$ cat config.mk
export PLATFORM = sky130hd
export DESIGN_NAME = accel_move_scheduler_flat
export DESIGN_NICKNAME = d
export VERILOG_FILES = /design/src/rtl/accel_move_scheduler_pkg.sv /design/src/rtl/accel_move_scheduler_if.sv /design/src/rtl/move_fifo.sv /design/src/rtl/accel_move_scheduler.sv /design/src/flat_wrapper.sv
export SDC_FILE = /design/constraint.sdc
export NUM_CORES = 1
export LEC_CHECK = 0
export BUFFER_PORTS_ARGS = -buffer_cell sky130_fd_sc_hd__buf_2
export CAP_MARGIN = 0
export CORE_MARGIN = 2
export CORE_UTILIZATION = 25
export CTS_CLUSTER_SIZE = 10
export DETAILED_ROUTE_END_ITERATION = 7
export GPL_TIMING_DRIVEN = 0
export MAX_ROUTING_LAYER = met4
export PLACE_DENSITY = 0.5
export SLEW_MARGIN = 20
export SYNTH_ARGS = -nofsm -noshare
export SYNTH_HDL_FRONTEND = slang
export SYNTH_SLANG_ARGS = --single-unit
$ cat constraint.sdc
create_clock -name clk -period 2.2 [get_ports clk]
set_input_delay 0.44 -clock clk [delete_from_list [all_inputs] [get_ports clk]]
set_output_delay 0.44 -clock clk [all_outputs]
set_load 0.05 [all_outputs]
$ cat src/rtl/accel_move_scheduler_pkg.sv
// Shared types for the move scheduler: direction codes, FSM states and
// the pulse-vector decode used at the front end.
package accel_pkg;

    typedef enum logic [1:0] {
        DIR_PX = 2'b00,
        DIR_NX = 2'b01,
        DIR_PY = 2'b10,
        DIR_NY = 2'b11
    } dir_t;

    typedef enum logic [1:0] {
        IDLE,
        ISSUE,
        WAIT_DONE,
        COOLDOWN
    } state_t;

    // Multi-hot vectors resolve to the lowest set bit.
    function automatic dir_t decode_pulse(input logic [3:0] pulses);
        dir_t dir;
        casez (pulses)
            4'b???1: dir = DIR_PX;
            4'b??10: dir = DIR_NX;
            4'b?100: dir = DIR_PY;
            4'b1000: dir = DIR_NY;
            default: dir = DIR_PX;
        endcase
        return dir;
    endfunction

endpackage

$ cat src/rtl/accel_move_scheduler_if.sv
// Move command channel between the scheduler (master) and the maze
// position logic (slave).
interface accel_move_if;
    import accel_pkg::*;

    logic move_valid;
    dir_t move_dir;
    logic move_ready;
    logic move_done;
    logic move_hit_wall;

    modport master (
        output move_valid,
        output move_dir,
        input  move_ready,
        input  move_done,
        input  move_hit_wall
    );

    modport slave (
        input  move_valid,
        input  move_dir,
        output move_ready,
        output move_done,
        output move_hit_wall
    );

endinterface

$ cat src/rtl/move_fifo.sv
// Two-bit wide synchronous FIFO with simultaneous push/pop, synchronous
// flush and an exported next-count for registered status downstream.
module move_fifo #(
    parameter int DEPTH = 4
) (
    input  logic                     clk,
    input  logic                     reset,
    input  logic                     push,
    input  logic                     pop,
    input  logic                     flush,
    input  logic [1:0]               wdata,
    output logic [1:0]               rdata,
    output logic [$clog2(DEPTH):0]   count,
    output logic [$clog2(DEPTH):0]   count_next,
    output logic                     full,
    output logic                     empty
);

    localparam int AW = $clog2(DEPTH);

    logic [1:0]    mem [DEPTH];
    logic [AW-1:0] rd_ptr;
    logic [AW-1:0] wr_ptr;
    logic          do_push;
    logic          do_pop;

    assign full    = (count == ($clog2(DEPTH)+1)'(DEPTH));
    assign empty   = (count == '0);
    assign do_pop  = pop && !empty;
    assign do_push = push && (!full || do_pop);
    assign rdata   = mem[rd_ptr];

    always_comb begin
        count_next = count;
        if (flush)
            count_next = '0;
        else if (do_push && !do_pop)
            count_next = count + 1'b1;
        else if (!do_push && do_pop)
            count_next = count - 1'b1;
    end

    // NOTE: all state in clocked blocks uses <= so every flop sees pre-edge values.
    always_ff @(posedge clk or posedge reset) begin
        if (reset) begin
            rd_ptr <= '0;
            wr_ptr <= '0;
            count  <= '0;
        end else begin
            count <= count_next;
            if (flush) begin
                rd_ptr <= '0;
                wr_ptr <= '0;
            end else begin
                if (do_push) wr_ptr <= wr_ptr + 1'b1;
                if (do_pop)  rd_ptr <= rd_ptr + 1'b1;
            end
        end
    end

    // NOTE: storage is not reset; count and pointers alone decide which entries are live.
    always_ff @(posedge clk) begin
        if (do_push && !flush) mem[wr_ptr] <= wdata;
    end

endmodule

$ cat src/rtl/accel_move_scheduler.sv
// Queues tilt/button move pulses and issues them one at a time over a
// valid/ready channel, waiting for completion and a cooldown between moves.
module accel_move_scheduler
    import accel_pkg::*;
#(
    parameter int FIFO_DEPTH      = 4,
    parameter int COOLDOWN_CYCLES = 1000000,
    parameter int DONE_TIMEOUT    = 255
) (
    input  logic                         clk,
    input  logic                         reset,
    input  logic                         enable,
    input  logic [3:0]                   accel_pulses,
    input  logic [3:0]                   btn_pulses,
    accel_move_if.master                 move,
    output logic [7:0]                   wall_hits,
    output logic [$clog2(FIFO_DEPTH):0]  fifo_count,
    output logic                         busy,
    output logic                         overflow,
    output logic                         timeout
);

    localparam int CCW = (COOLDOWN_CYCLES > 1) ? $clog2(COOLDOWN_CYCLES) : 1;
    localparam int TCW = (DONE_TIMEOUT > 1) ? $clog2(DONE_TIMEOUT) : 1;
    localparam logic [CCW-1:0] COOL_LAST = CCW'(COOLDOWN_CYCLES - 1);
    localparam logic [TCW-1:0] WAIT_LAST = TCW'(DONE_TIMEOUT - 1);

    state_t                       state;
    logic [CCW-1:0]               cool_cnt;
    logic [TCW-1:0]               wait_cnt;
    logic [1:0]                   head_bits;
    logic [$clog2(FIFO_DEPTH):0]  count_next;
    logic btn_any, accel_any, pulse_any, conflict;
    logic push, pop, full, empty;
    logic start, done_evt, expire, finish, cool_end, idle_next;
    dir_t pulse_dir;

    assign btn_any   = |btn_pulses;
    assign accel_any = |accel_pulses;
    assign pulse_any = btn_any || accel_any;
    assign conflict  = btn_any && accel_any;
    assign pulse_dir = decode_pulse(btn_any ? btn_pulses : accel_pulses);

    assign pop  = (state == ISSUE) && move.move_valid && move.move_ready;
    assign push = enable && pulse_any && (!full || pop);

    // Entries being flushed by enable=0 are never started.
    assign start     = (state == IDLE) && !empty && enable;
    assign done_evt  = (state == WAIT_DONE) && move.move_done;
    assign expire    = (state == WAIT_DONE) && !move.move_done && (wait_cnt == WAIT_LAST);
    assign finish    = done_evt || expire;
    assign cool_end  = (state == COOLDOWN) && (cool_cnt == COOL_LAST);
    assign idle_next = ((state == IDLE) && !start) || cool_end ||
                       (finish && (COOLDOWN_CYCLES == 0));

    move_fifo #(
        .DEPTH (FIFO_DEPTH)
    ) u_fifo (
        .clk        (clk),
        .reset      (reset),
        .push       (push),
        .pop        (pop),
        .flush      (!enable),
        .wdata      (pulse_dir),
        .rdata      (head_bits),
        .count      (fifo_count),
        .count_next (count_next),
        .full       (full),
        .empty      (empty)
    );

    always_ff @(posedge clk or posedge reset) begin
        if (reset) begin
            state           <= IDLE;
            move.move_valid <= 1'b0;
            move.move_dir   <= DIR_PX;
            cool_cnt        <= '0;
            wait_cnt        <= '0;
            wall_hits       <= '0;
            busy            <= 1'b0;
            overflow        <= 1'b0;
            timeout         <= 1'b0;
        end else begin
            if (conflict || (enable && pulse_any && full && !pop))
                overflow <= 1'b1;
            busy <= !idle_next || (count_next != '0);

            unique case (state)
                IDLE: begin
                    if (start) begin
                        state           <= ISSUE;
                        move.move_valid <= 1'b1;
                        move.move_dir   <= dir_t'(head_bits);
                    end
                end
                ISSUE: begin
                    if (pop) begin
                        state           <= WAIT_DONE;
                        move.move_valid <= 1'b0;
                        wait_cnt        <= '0;
                    end
                end
                WAIT_DONE: begin
                    wait_cnt <= wait_cnt + 1'b1;
                    if (finish) begin
                        if (done_evt && move.move_hit_wall && (wall_hits != 8'hFF))
                            wall_hits <= wall_hits + 8'd1;
                        if (expire)
                            timeout <= 1'b1;
                        cool_cnt <= '0;
                        state    <= (COOLDOWN_CYCLES == 0) ? IDLE : COOLDOWN;
                    end
                end
                COOLDOWN: begin
                    if (cool_end)
                        state <= IDLE;
                    else
                        cool_cnt <= cool_cnt + 1'b1;
                end
                default: state <= IDLE;
            endcase
        end
    end

endmodule

$ cat src/flat_wrapper.sv
// flat-port wrapper written by rule: the top's interface ports become plain ports
module accel_move_scheduler_flat import accel_pkg::*;
#(
    parameter int FIFO_DEPTH      = 4,
    parameter int COOLDOWN_CYCLES = 1000000,
    parameter int DONE_TIMEOUT    = 255
)
  (clk, reset, enable, accel_pulses, btn_pulses, wall_hits, fifo_count, busy, overflow, timeout, move_move_valid, move_move_dir, move_move_ready, move_move_done, move_move_hit_wall);
  accel_move_if move_i ();
  input  logic clk;
  input  logic reset;
  input  logic enable;
  input  logic [3:0] accel_pulses;
  input  logic [3:0] btn_pulses;
  output logic [7:0] wall_hits;
  output logic [$clog2(FIFO_DEPTH):0] fifo_count;
  output logic busy;
  output logic overflow;
  output logic timeout;
  output wire logic [$bits(move_i.move_valid)-1:0] move_move_valid;
  output wire logic [$bits(move_i.move_dir)-1:0] move_move_dir;
  input wire logic [$bits(move_i.move_ready)-1:0] move_move_ready;
  input wire logic [$bits(move_i.move_done)-1:0] move_move_done;
  input wire logic [$bits(move_i.move_hit_wall)-1:0] move_move_hit_wall;
  assign move_move_valid = move_i.move_valid;
  assign move_move_dir = move_i.move_dir;
  assign move_i.move_ready = move_move_ready;
  assign move_i.move_done = move_move_done;
  assign move_i.move_hit_wall = move_move_hit_wall;
  accel_move_scheduler #(.FIFO_DEPTH(FIFO_DEPTH), .COOLDOWN_CYCLES(COOLDOWN_CYCLES), .DONE_TIMEOUT(DONE_TIMEOUT)) u_core (.clk(clk), .reset(reset), .enable(enable), .accel_pulses(accel_pulses), .btn_pulses(btn_pulses), .move(move_i), .wall_hits(wall_hits), .fifo_count(fifo_count), .busy(busy), .overflow(overflow), .timeout(timeout));
endmodule
# Yosys cells after proc, flatten, opt, wreduce, memory -nomap -nowiden
# Memories as Yosys holds them, arrays and structs flattened. A register that Yosys moved wholly into a read port is not among the register bits.
# Cells that the tools add are included.
word_totals:
  regBits: 49
  mem_bits_rw: 8
  out_inout_bits: 17
  mem_count: 1
classes:
  n_addsub: 7
  n_eq_ne: 17
  n_mux: 24
  reduce_logical: 51
mem_list:
  columns: ["memory", "words", "width", "read_ports", "rd_clocked_by_memory_dff", "write_ports", "line_no", "text"]
  rows:
  - ["u_core.u_fifo.mem", 4, 2, 1, 1, 1, "move_fifo.sv:21", "logic [1:0] mem [DEPTH];"]
op_table:
  columns: ["op", "n"]
  rows:
  - ["$mux 20", 2]
  - ["$pmux 20 s2", 1]
  - ["$logic_and 1x1->1", 21]
  - ["$add 20x1->20 const B", 1]
  - ["$eq 20x20->1 const B", 1]
  - ["$add 8x1->8 const B", 2]
  - ["$mux 2", 8]
  - ["$pmux 8 s2", 1]
  - ["$ne 2x1->1 const B", 6]
  - ["$reduce_and 3->1", 4]
  - ["$mux 3", 3]
  - ["$eq 8x8->1 const B", 1]
  - ["$logic_not 1->1", 8]
  - ["$mux 8", 1]
  - ["$ne 8x8->1 const B", 1]
  - ["$pmux 2 s4", 1]
  - ["$reduce_or 4->1", 2]
  - ["$logic_or 1x1->1", 7]
  - ["$eq 2x2->1 const B", 3]
  - ["$eq 3x3->1 const B", 2]
  - ["$pmux 2 s3", 1]
  - ["$reduce_bool 2->1", 3]
  - ["$add 2x1->2 const B", 2]
  - ["$eq 4x4->1 const B", 1]
  - ["other kinds (12)", 16]

# Logic depth before layout (Yosys ltp)
logic_depth:
  depth_word: 13
  depth_mapped: 9
  depth_no_buf: 8

# Hierarchy
# Synthesis repeated with hierarchy kept, for this count alone.
unflattened:
  hier_cells: 347
  hier_area_um2: 3384.5
by_module_without_submodules:
  columns: ["module", "n_inst", "cells_per_inst", "area_per_inst_um2", "seq_area_each_um2"]
  rows:
  - ["accel_move_scheduler", 1, 271, 2534.9, 1101.1]
  - ["move_fifo", 1, 76, 849.6, 415.4]

# Worst setup path after synthesis
# Ideal clock, no wire load.
synth_path:
  path_type: "reg-to-reg"
  from: "reg u_core.u_fifo.count[0]"
  to: "reg u_core.busy"
  setup_ps: 124
  arrival_time_ps: 2114
  required_ps: 2076
  setup_slack_ps: -38
  path_stages_with_launch: 9
  n_path_buf: 0
  period_less_slack_ps: 2238
  path_cell_list: "dfrtp_1 > inv_1 > ha_1 > nand2_1 > o21ai_0 > or2_1 > a211o_1 > and3_4 > a211o_1"
synth_via:
  elab_chain_cells: 12
synth_rtl:
  columns: ["element", "line_no", "text"]
  rows:
  - ["from (decl)", "move_fifo.sv:13", "output logic [$clog2(DEPTH):0] count,"]
  - ["from (signal assigned)", "move_fifo.sv:50", "count <= count_next;"]
  - ["$eq 3x3->1 / $logic_not 3->1 (equally long branches)", "move_fifo.sv:27, move_fifo.sv:28", null]
  - ["$logic_not 1->1 (on tied branches)", "move_fifo.sv:30, accel_move_scheduler.sv:45, move_fifo.sv:29", null]
  - ["$logic_or 1x1->1 / $logic_and 1x1->1 (equally long branches)", "accel_move_scheduler.sv:45, move_fifo.sv:29", null]
  - ["$logic_and 1x1->1 / $logic_or 1x1->1 (equally long branches)", "accel_move_scheduler.sv:45, move_fifo.sv:30", null]
  - ["$logic_and 1x1->1", "move_fifo.sv:30", "assign do_push = push && (!full || do_pop);"]
  - ["$logic_not 1->1", "move_fifo.sv:39", "else if (!do_push && do_pop)"]
  - ["$logic_and 1x1->1", "move_fifo.sv:39", null]
  - ["$mux 3", "move_fifo.sv:39", null]
  - ["$mux 3 (*)", "move_fifo.sv:37", "else if (do_push && !do_pop)"]
  - ["$mux 3 (*)", "move_fifo.sv:35", "if (flush)"]
  - ["named net u_core.count_next[1]", "accel_move_scheduler.sv:32", "logic [$clog2(FIFO_DEPTH):0] count_next;"]
  - ["$reduce_bool 3->1 (*)", "accel_move_scheduler.sv:86", "busy <= !idle_next || (count_next != '0);"]
  - ["$logic_or 1x1->1 (*)", "accel_move_scheduler.sv:86", null]
  - ["to (signal assigned)", "accel_move_scheduler.sv:86", null]
  - ["to (decl)", "accel_move_scheduler.sv:18", "output logic busy,"]
# The timed path passes the listed nets; every way through them passes the cells marked *.
# A chain may end at the register's enable or synchronous reset.

# Final worst setup path
layout_path:
  from: "reg u_core.wait_cnt[0]"
  to: "reg u_core.cool_cnt[11]"
layout_via:
  elab_chain_cells: 5
layout_rtl:
  columns: ["element", "line_no", "text"]
  rows:
  - ["from (decl)", "accel_move_scheduler.sv:30", "logic [TCW-1:0] wait_cnt;"]
  - ["from (signal assigned)", "accel_move_scheduler.sv:104", "wait_cnt <= wait_cnt + 1'b1;"]
  - ["$eq 8x8->1", "accel_move_scheduler.sv:50", "assign expire = (state == WAIT_DONE) && !move.move_done && (wait_cnt == WAIT_LAST);"]
  - ["$logic_and 1x1->1", "accel_move_scheduler.sv:50", null]
  - ["$logic_or 1x1->1", "accel_move_scheduler.sv:51", "assign finish = done_evt || expire;"]
  - ["$ne 2x1->1 (no source line)", null, null]
  - ["$reduce_and 3->1 (no source line)", null, null]
  - ["to (signal assigned)", "accel_move_scheduler.sv:118", "cool_cnt <= cool_cnt + 1'b1;"]
  - ["to (decl)", "accel_move_scheduler.sv:29", "logic [CCW-1:0] cool_cnt;"]
# Every way passes these cells.

==> results.md <==
* CTS H-tree lvls at 3
* Post-DP HPWL at 4540 um
* Max Clock Freq at about 0.49 GHz
* Clock Tree Buf Depth at 2
* Multiplexer share of the synthesized area at a little under 4%
* Mapped Cells at about 300
* Maximum vdd drop at around 0.40 mV
* Crit-path slowest cell: dfrtp_1
* Critical path, cell by cell: inv_1, ha_1, nand3_1, o21ai_2, o21ai_0, nor2_2, buf_2, nor2_1
* Max stage delay on crit path at roughly 0.42 ns
* Die X at 116 um
* CTS Sinks at 59
* Post-route minimum period at 2.02 ns
* Outcome: finished, final reports clean
* Fraction of layout cells with a size suffix above 1 at a little over a fifth
* Combinational share of power at a little under 7%
* Die area at 13400 um^2
* Part of the power in registers at between 40% and 50%
* Main synth FF type: dfrtp_1
* Power density over the cells at 680 nW/um^2
* Hold-fix buffers, CTS at 0
* Final WS setup at ~0.18 ns
* Final nets at between 300 and 400
* Setup CP Type: reg -> reg
* DRC marker count from the first detailed-route iteration at 96
* XOR/XNOR share of the synthesized area at approximately 8.4%
* Core area at 12100 um^2
* Worst-Skew Late Latency at 0.32 ns
* Fin. Hold Viols at 0
* Async S/R FF share, synth at between 80 and 90%
* Grt total ovfl at 0
* Avg Synthesized Cell Area at 10.4 um^2
* PortBufs at 30
* Clock Pin Slew Worst Setup and Hold Paths at around 0.050 ns
* Number of synthesized register bits at between 50 and 60
* CTS Buf Count at 9
* ANT cells at 0
* Critical Path Fanout Max at 10
* DR vias at about 2300
* Critical path launch point type: flip-flop
* Mapped cell area at between 3000 and 4000 um^2
* Synth cell types at 48
* Fin. max-slew vios at 0
* Root Buffer Master: clkbuf_16
* Number of vias per cell at 4.42
* Synth Area in Simple Gates at between 20% and 30%
* Filler cells at approximately 1300
* Adder-cell share of the synthesized area at between 6 and 7%
* Final worst-path cycle share at 91.9%
* Req. time, crit path at roughly 2.4 ns
* Placed instance count at 500
* Pre-CTS setup slack at -0.0426 ns
* Max_slew headroom at a little under three fifths
* Switching part of the total at a little under a quarter
* Seq/Total Area, Yosys at between 40% and 50%
* Worst setup EP type: flip-flop
* Leakage at roughly 1.8 nW
* Compound-Gate Fraction of Synth Area at 7.32%
* HP Class: in -> async
* Clock power share at between 40% and 50%
* Post-route cell area at approximately 3800 um^2
* Area grow syn2layout at 22.1%
* Power Total at 2.60 mW
* Largest net degree at the start of global routing at 52
* NetSw at roughly 0.61 mW
* Cell Int Power at 1.99 mW
* DRC at 0
* Vias in the first global route at ~2200
* Router iterations before antenna repair at 5
* Largest family of logic cells by synthesized area: simple AND/OR/NAND/NOR gates
* Post-synth EDFFs at 8
* Placed Area at around 3500 um^2
* Max_cap viols at 0
* Slew @ Worst Pin at about 0.67 ns
* IO Count at 31
* Gpl congestion at roughly 0.81
* Initial Util at between 20 and 30%
* First-pass GRT wire length at between 10000 and 15000 um
* Synth warnings at 0
* Crit path DAT at 2.22 ns
* Initial antenna violation count at 0
* CTS tree: built
* Post-route antenna net violation count at 0
* Total GRT Usage at a little over a tenth
* Clock Skew at ~0.0093 ns
* Rows at 40
* Die Ht at 116 um
* Setup-failing EPs final at 0
* Post-Synthesis Net Count at approximately 330
* Wire per inst at approximately 12 um
* Fin cells at ~520
* WL final at between 6000 and 7000 um
## synthesized netlist by cell type, types with 2 or more instances
cell      count  area [um^2]
a211o_1       2         17.5
a21oi_1       7         35.0
a22o_1        2         17.5
and2_1        9         56.3
and3_1       16          100
buf_2         3         15.0
clkbuf_1      3         11.3
dfrtp_1      51         1280
edfxtp_1      8          240
ha_1         15          188
inv_1        14         52.6
mux2_2        4         45.0
mux2i_1       3         30.0
mux4_2        2         45.0
nand2_1      24         90.1
nand2b_1      6         37.5
nand3_1      18         90.1
nand4_1      11         68.8
nor2_1       26         97.6
nor2b_1       2         12.5
nor3_1        5         25.0
nor4_2        2         25.0
o21ai_0      13         65.1
or3_1         4         25.0
xnor2_1      15          131
xor2_1       15          131
## flip-flops by register name, indices dropped and copies added (netlist names)
register                flops
u_core.cool_cnt            20
u_core.busy                 1
u_core.state                2
u_core.wall_hits            8
u_core.timeout              1
u_core.move.move_dir        2
u_core.u_fifo.count         3
u_core.overflow             1
u_core.u_fifo.wr_ptr        2
u_core.move.move_valid      1
u_core.u_fifo.mem           8
u_core.u_fifo.rd_ptr        2
u_core.wait_cnt             8
## layout by cell type, fill, tap and decap left out, types with 3 or more instances in the layout
cell type	netlist	routed
dfrtp_1	51	49
buf_2	3	33
nor2_1	26	26
nand2_1	24	24
nand3_1	18	17
and3_1	16	16
xor2_1	15	15
xnor2_1	15	15
ha_1	15	14
inv_1	14	13
o21ai_0	13	12
nand4_1	11	11
and2_1	9	9
clkbuf_16	0	9
edfxtp_1	8	8
a21oi_1	7	7
nand2b_1	6	6
nor3_1	5	5
buf_4	0	5
or3_1	4	4
mux2_2	4	4
clkbuf_1	3	3
mux2i_1	3	3
clkinv_2	0	3
## power by group through the flow
stage | registers, mW | logic (mW) | clock network, mW
4_1_cts | 1.15 | 0.184 | 1.31
2_1_floorplan | 1.19 | 0.106 | 0
3_5_place_dp | 1.17 | 0.183 | 0
5_1_grt | 1.16 | 0.208 | 1.35
6_report | 1.15 | 0.180 | 1.26
3_3_place_gp | 1.17 | 0.179 | 0
## cell families (layout without fill, tap and decap cells)
| kind of cell | count (synthesis) | in the layout |
|---|---|---|
| adders and majority gates | 16 | 16 |
| muxes | 9 | 9 |
| DFF | 59 | 59 |
| buffers and inverters | 20 | 71 |
| xor gates and xnor gates | 30 | 30 |
| and+or+nand+nor | 133 | 133 |
| AOI/OAI and AO/OA | 35 | 35 |
## per-layer routing
| metal | track usage, % | share of wire [%] |
|---|---|---|
| met5 | - | 0 |
| met1 | 14.3 | 50 |
| met2 | 15.5 | 45 |
| met3 | 3.50 | 4.5 |
| met4 | 3.10 | 0.44 |
## critical path: cells and delay by family (launching register included)
| family | cells | cell delay [ns] |
|---|---|---|
| flip-flops | 1 | 0.42 |
| AND/OR/NAND/NOR | 3 | 0.47 |
| AO/OA/AOI/OAI | 2 | 0.50 |
| adder cells (fa/ha/maj) | 1 | 0.15 |
| buffers and inverters | 2 | 0.35 |
## final cells by class
type	instances	area, um^2	area share (%)
multi-input combinational	223	1550	40.5
sequential	59	1520	39.8
clock buffer	11	243	6.36
tap	168	210	5.50
timing repair buffer	35	188	4.91
inverter	14	55.1	1.44
clock inverter	5	30.0	0.786
buffer	6	27.5	0.721
## metrics by stage
stage | setup TNS, ns | hold slack [ns] | util [%]
finish | 0 | 0.209 | 31.5
CTS | 0 | 0.258 | 31.1
global route | -0.00551 | 0.293 | 31.5
floorplan | 0 | 0.497 | -
global placement | -14.47 | 0.449 | 28.8
detailed placement | -0.119 | 0.448 | 28.8
## final timing paths
| path | startpoint | cells past startpoint | to | slack, ns |
|---|---|---|---|---|
| max reg2reg | u_core.wait_cnt[0] | 8 | u_core.cool_cnt[11] | 0.18 |
| min reg2reg | u_core.overflow | 1 | u_core.overflow | 0.47 |
| max in group asynchronous | reset | 2 | u_core.u_fifo.count[1] | 1.48 |
| max | u_core.wait_cnt[0] | 8 | u_core.cool_cnt[11] | 0.18 |
| min in group clk | move_move_ready | 4 | u_core.move.move_valid | 0.45 |
| min | reset | 2 | u_core.cool_cnt[3] | 0.21 |
## timing repair
item	4_1_cts	5_1_grt
setup buffers	0	5
setup endpoints to repair	3	19
pin swaps	0	1
resized for setup	1	5
Power figures use the tool's default switching activity.
